--- config.mk ---
export PLATFORM = sky130hd
export DESIGN_NAME = clock_monitor
export DESIGN_NICKNAME = d
export VERILOG_FILES = /design/src/rtl/clock_monitor.sv
export SDC_FILE = /design/constraint.sdc
export NUM_CORES = 1
export LEC_CHECK = 0
export ABC_AREA = 1
export BUFFER_PORTS_ARGS = -buffer_cell sky130_fd_sc_hd__buf_2
export CORE_ASPECT_RATIO = 0.75
export CORE_MARGIN = 4
export CORE_UTILIZATION = 57
export CTS_CLUSTER_DIAMETER = 150
export CTS_CLUSTER_SIZE = 10
export DETAILED_ROUTE_END_ITERATION = 10
export GPL_ROUTABILITY_DRIVEN = 0
export PLACE_DENSITY = 0.8
export SLEW_MARGIN = 20
export SYNTH_ARGS = -nofsm -noshare
export SYNTH_HDL_FRONTEND = slang
export SYNTH_SLANG_ARGS = --single-unit
--- constraint.sdc ---
create_clock -name clk -period 3.9 [get_ports clk]
set_input_delay 0.585 -clock clk [delete_from_list [all_inputs] [get_ports clk]]
set_output_delay 0.585 -clock clk [all_outputs]
set_load 0.02 [all_outputs]
--- src/rtl/clock_monitor.sv ---
`default_nettype none
// ============================================================================
//  Module   : clock_monitor
//  Brief    : Measures period/high time of an asynchronous clock and flags
//             out-of-range periods, short phases, stuck clocks; reports lock.
//  Revision : 1.0 - initial release
// ============================================================================
module clock_monitor #(
   parameter int STAGES    = 2,
   parameter int CW        = 16,
   parameter int MIN_PHASE = 2,
   parameter int LOCK_N    = 4
) (
   input  logic          clk,
   input  logic          rst,
   input  logic          mon,
   input  logic          enable,
   input  logic          clear,
   input  logic [CW-1:0] per_min,
   input  logic [CW-1:0] per_max,
   output logic [CW-1:0] period,
   output logic [CW-1:0] high_cnt,
   output logic          meas_valid,
   output logic          err_period,
   output logic          err_glitch,
   output logic          err_stuck,
   output logic          locked
);

   localparam int GW = $clog2(LOCK_N + 1);

   localparam logic [CW-1:0] c_cnt_max   = '1;
   localparam logic [CW-1:0] c_cnt_one   = CW'(1);
   localparam logic [CW-1:0] c_min_phase = CW'(MIN_PHASE);
   localparam logic [GW-1:0] c_lock_n    = GW'(LOCK_N);

   localparam logic [1:0] c_idle = 2'd0;
   localparam logic [1:0] c_arm  = 2'd1;
   localparam logic [1:0] c_meas = 2'd2;

   logic [STAGES-1:0] r_sync;
   logic              r_prev;
   logic              w_sync;
   logic              w_rise;
   logic              w_fall;

   logic [1:0]        r_state;
   logic [1:0]        w_state_nxt;
   logic              w_active;
   logic              w_in_meas;

   logic [CW-1:0]     r_cnt;
   logic [CW-1:0]     r_phase_lo;
   logic              r_hi_ok;
   logic              r_lo_ok;
   logic [GW-1:0]     r_good;

   logic [CW-1:0]     r_period;
   logic [CW-1:0]     r_high;
   logic              r_meas_valid;
   logic              r_err_period;
   logic              r_err_glitch;
   logic              r_err_stuck;

   logic [CW:0]       w_stuck_lim;
   logic              w_ev_period;
   logic              w_ev_glitch;
   logic              w_ev_stuck;
   logic              w_ev_any;
   logic              w_good_rise;

   assign w_sync = r_sync[STAGES-1];
   assign w_rise = w_sync & ~r_prev;
   assign w_fall = ~w_sync & r_prev;

   // A phase is only judged once its starting edge was actually observed,
   // otherwise the first edge after enabling would look like a glitch.
   assign w_stuck_lim = {per_max, 1'b0};
   assign w_ev_period = w_in_meas & w_rise & ((r_cnt < per_min) | (r_cnt > per_max));
   assign w_ev_glitch = w_active &
                        ((w_fall & r_hi_ok & (r_cnt < c_min_phase)) |
                         (w_rise & r_lo_ok & (r_phase_lo < c_min_phase)));
   assign w_ev_stuck  = w_active & ~w_rise & ({1'b0, r_cnt} == w_stuck_lim);
   assign w_ev_any    = w_ev_period | w_ev_glitch | w_ev_stuck;
   assign w_good_rise = w_in_meas & w_rise & ~w_ev_period;

   // ---------------- FSM: state register ----------------
   always_ff @(posedge clk) begin
      if (rst) begin
         r_state <= c_idle;
      end else begin
         r_state <= w_state_nxt;
      end
   end

   // ---------------- FSM: next state ----------------
   always_comb begin
      w_state_nxt = r_state;
      if (!enable) begin
         w_state_nxt = c_idle;
      end else begin
         case (r_state)
            c_idle: w_state_nxt = c_arm;
            c_arm: begin
               if (w_rise) begin
                  w_state_nxt = c_meas;
               end
            end
            c_meas: begin
               if (w_ev_stuck) begin
                  w_state_nxt = c_arm;
               end
            end
            default: w_state_nxt = c_idle;
         endcase
      end
   end

   // ---------------- FSM: outputs ----------------
   always_comb begin
      w_active  = 1'b0;
      w_in_meas = 1'b0;
      case (r_state)
         c_arm: begin
            w_active = enable;
         end
         c_meas: begin
            w_active  = enable;
            w_in_meas = enable;
         end
         default: ;
      endcase
   end

   // ---------------- synchronizer and edge detect ----------------
   always_ff @(posedge clk) begin
      if (rst) begin
         r_sync <= '0;
         r_prev <= 1'b0;
      end else begin
         r_sync <= {r_sync[STAGES-2:0], mon};
         r_prev <= w_sync;
      end
   end

   // ---------------- measurement datapath ----------------
   always_ff @(posedge clk) begin
      if (rst) begin
         r_cnt        <= '0;
         r_phase_lo   <= '0;
         r_hi_ok      <= 1'b0;
         r_lo_ok      <= 1'b0;
         r_good       <= '0;
         r_period     <= '0;
         r_high       <= '0;
         r_meas_valid <= 1'b0;
      end else if (!w_active) begin
         // Idle or leaving: discard partial measurement, keep results.
         r_cnt        <= '0;
         r_phase_lo   <= '0;
         r_hi_ok      <= 1'b0;
         r_lo_ok      <= 1'b0;
         r_good       <= '0;
         r_meas_valid <= 1'b0;
      end else begin
         r_meas_valid <= w_in_meas & w_rise;

         if (w_rise) begin
            r_cnt <= c_cnt_one;
         end else if (r_cnt != c_cnt_max) begin
            r_cnt <= r_cnt + 1'b1;
         end

         if (w_fall) begin
            r_phase_lo <= c_cnt_one;
         end else if (r_phase_lo != c_cnt_max) begin
            r_phase_lo <= r_phase_lo + 1'b1;
         end

         if (w_rise) begin
            r_hi_ok <= 1'b1;
         end
         if (w_fall) begin
            r_lo_ok <= 1'b1;
         end

         if (w_in_meas & w_rise) begin
            r_period <= r_cnt;
         end
         if (w_in_meas & w_fall) begin
            r_high <= r_cnt;
         end

         if (w_ev_any) begin
            r_good <= '0;
         end else if (w_good_rise && (r_good != c_lock_n)) begin
            r_good <= r_good + 1'b1;
         end
      end
   end

   // ---------------- sticky error flags ----------------
   always_ff @(posedge clk) begin
      if (rst) begin
         r_err_period <= 1'b0;
         r_err_glitch <= 1'b0;
         r_err_stuck  <= 1'b0;
      end else begin
         r_err_period <= (r_err_period & ~clear) | w_ev_period;
         r_err_glitch <= (r_err_glitch & ~clear) | w_ev_glitch;
         r_err_stuck  <= (r_err_stuck  & ~clear) | w_ev_stuck;
      end
   end

   assign period     = r_period;
   assign high_cnt   = r_high;
   assign meas_valid = r_meas_valid;
   assign err_period = r_err_period;
   assign err_glitch = r_err_glitch;
   assign err_stuck  = r_err_stuck;
   assign locked     = (r_good == c_lock_n);

endmodule
`default_nettype wire

==> qor.yml <==
synthesis:
  synth_top_family_by_area: "simple AND/OR/NAND/NOR gates"
  yosysWarnings: 0
  yosys.area.top_type_share_pct: 34.1
  synthMuxAreaShare_pct: 0
  syn_nets: 721
  synth_ff_type: "dfxtp_1"
  syn_area_mm2: 0.00457
  synth_area_leaders: "dfxtp_1 34%, ha_1 11%, nand2_1 10%"
  synth-xor-area-share_pct: 3.45
  synth_edf_count: 0
  yosys.area_share.adder_pct: 10.7
  async_flop_share_pct: 0
  synth_common_cells: "126 x nand2_1, 99 x inv_1, 78 x dfxtp_1"
  synth_compound_area_share_pct: 12.9
  yosys.area_share.simple_pct: 28.4
  ys_seq_elements: 78
  synth_area_per_cell_um2: 7.09
  seq_area_frac_synth_pct: 34.1
  synth.distinct_cells: 38
  post-synth-top-area-cell: "dfxtp_1"
  synthMostInstantiatedCell: "nand2_1"
  syn_inst: 645
finish:
  drive_gt1_share_pct: 17.7
  fin_cells: 824
  final_core_util_pct: 69.0
  diodes: 0
  nets: 794
  area_growth_pct: 14.2
floorplan:
  die_h_um: 85.6
  core_mm2: 0.00757
  pin_count: 74
  die_w_um: 111
  start_util_pct: 60.4
  die_area_mm2: 0.00954
  rows: 27
timing:
  maxSlewHeadroom_pct: 49.9
  finalWorstSetupSlack_ps: 1640
  fin_setup_tns_ps: 0
  clock_skew_ps: 13.6
  whs_ps: 406
  period_minus_slack_ps: 2260
  max_freq_mhz: 442
  slew_violations: 0
  period_share_pct: 58.0
  tightest_slew_ps: 751
  finalHoldViolations: 0
  rsz0062_at_grt: "false"
  setup_viol_count_final: 0
min_path:
  worstHoldPathType: "flip-flop to flip-flop"
  hold_depth: 2
  hold_path_end: "r_sync[1]"
  hp-start: "r_sync[0]"
cts:
  cts_made_buffers: 9
  post_cts_resized: 0
  cts_max_path_buffers: 2
  clockRootBuffer: "clkbuf_8"
  clock-sinks: 78
  htreeDepth: 3
  cts_setup_buffers: 0
  clock_latency_ps: 360
  path_clk_slew_ps: 90
  cts_tree: "done"
  cts_hold_buf: 0
drt:
  vias: 4579
  drtAntennaViolNets: 0
  wl_per_cell_um: 14.8
  vias_per_cell: 5.56
  drtIter0Drc: 319
  wl_mm: 12.2
  drtPass1Iterations: 7
  drc: 0
critical_path:
  regToRegStartpoint: "r_state[0]"
  crit_buf_inv: 3
  critPathMaxFanout: 32
  startpoint_type: "flip-flop"
  crit_top_cell: "inv_1"
  r2r_cells: 8
  critPathArrivalTime_ps: 2560
  r2r-end: "high_cnt[1]"
  critPathCaptureType: "flip-flop"
  crit_family: "buffers and inverters"
  crit_chain: "inv_1 > ha_1 > nand2_1 > inv_2 > nand3_1 > inv_1 > o21ai_0 > a21oi_1"
  worstPathRequired_ps: 4200
  critical_path_class: "flip-flop to flip-flop"
  cp_slowest_stage_delay_ps: 580
  rrSetupSlack_ps: 1640
  cpMaxStageDelayCell: "inv_1"
placed_design:
  dp_cells: 808
  io_buffers: 73
  dp_hpwl_mm: 9.37
  pre_cts_slack_ps: 1690
power_and_ir_drop:
  powerDensity_mw_per_mm2: 293
  p_leak_nw: 2.59
  max-vdd-ir-drop_mv: 0.162
global_routing:
  track_usage_pct: 26.3
  grt_pass1_wl_mm: 20.4
  antenna_found_initial: 0
  grt_max_degree: 33
  grt_overflow: 0
  grt_pass1_vias: 4299
flow_run:
  cap_violations: 0
run_status:
  status: "finished clean"
## flip-flops by register name, indices dropped and copies added (netlist names)
name        cells
err_glitch      1
err_period      1
err_stuck       1
high_cnt       16
meas_valid      1
period         16
r_cnt          16
r_good          3
r_hi_ok         1
r_lo_ok         1
r_phase_lo     16
r_prev          1
r_state         2
r_sync          2
## worst reg2reg max path, stage by stage (launching register included)
cell     delay [ps]
dfxtp_1         390
inv_1            80
ha_1            300
nand2_1          90
inv_2           250
nand3_1         160
inv_1           580
o21ai_0         210
a21oi_1         150
## stage by stage
step	total power (W)	area, um2
3_3_place_gp	0.000909	5020
5_1_grt	0.00158	5230
3_5_place_dp	0.000913	5020
4_1_cts	0.00153	5230
6_report	0.00153	5230
2_1_floorplan	0.000876	4570
## logic make-up after synthesis
kind of cell               after synthesis
AOI/OAI and AO/OA                      113
xor gates and xnor gates                18
adders and majority gates               39
buffers and inverters                  125
DFF                                     78
and+or+nand+nor                        272
## routing by layer
| metal | vias to the layer above | part of all wire (%) | GRT usage, % |
|---|---|---|---|
| li1 | 2255 | - | - |
| met1 | 2102 | 45 | 36.3 |
| met2 | 198 | 43 | 40.6 |
| met3 | 24 | 9.5 | 6.14 |
| met4 | 0 | 2.0 | 8.95 |
| met5 | - | 0 | 0 |
## worst max-delay path by stage
stage / end / start / cells past startpoint
5_1_grt: high_cnt[1] / r_state[0] / 8
3_3_place_gp: r_good[1] / per_max[11] / 11
4_1_cts: high_cnt[1] / r_state[0] / 8
6_report: high_cnt[1] / r_state[0] / 8
2_1_floorplan: r_good[0] / per_max[7] / 12
3_5_place_dp: high_cnt[1] / r_state[0] / 8
## placed cells by master, fill, tap and decap left out, types with 3 or more instances in the layout
master      n
nand2_2     5
nor3_4      3
xnor2_1     3
nor2_2      5
nor2_1     37
buf_2      73
nand4_1    18
nor4_1      6
nor3_2      4
a31oi_1     3
nand2_1   126
nor3_1     20
dfxtp_1    78
nor2_4      3
ha_1       39
nand3_1    38
inv_1      99
o21ai_0    34
inv_2      13
clkinv_4    3
clkbuf_8   10
o21ai_1     6
a21oi_1    62
xor2_1     15
## area by class of cell
type | count | area (um2)
clock buffers | 10 | 138
clock inverters | 6 | 68.8
fillers | 667 | 2340
inverters | 114 | 434
multi-input cells | 442 | 2530
flip-flops and latches | 78 | 1560
well taps | 101 | 126
repair buffers | 73 | 365
## power breakdown
group | leakage [nW] | internal (W) | total, W | switching [W]
clock network | 0.103 | 0.000316 | 0.000633 | 0.000317
registers | 0.629 | 0.000798 | 0.000801 | 0.00000294
logic | 1.86 | 0.0000365 | 0.0000948 | 0.0000583
total | 2.59 | 0.00115 | 0.00153 | 0.000378
No activity file was read; power rests on OpenSTA's default activity.
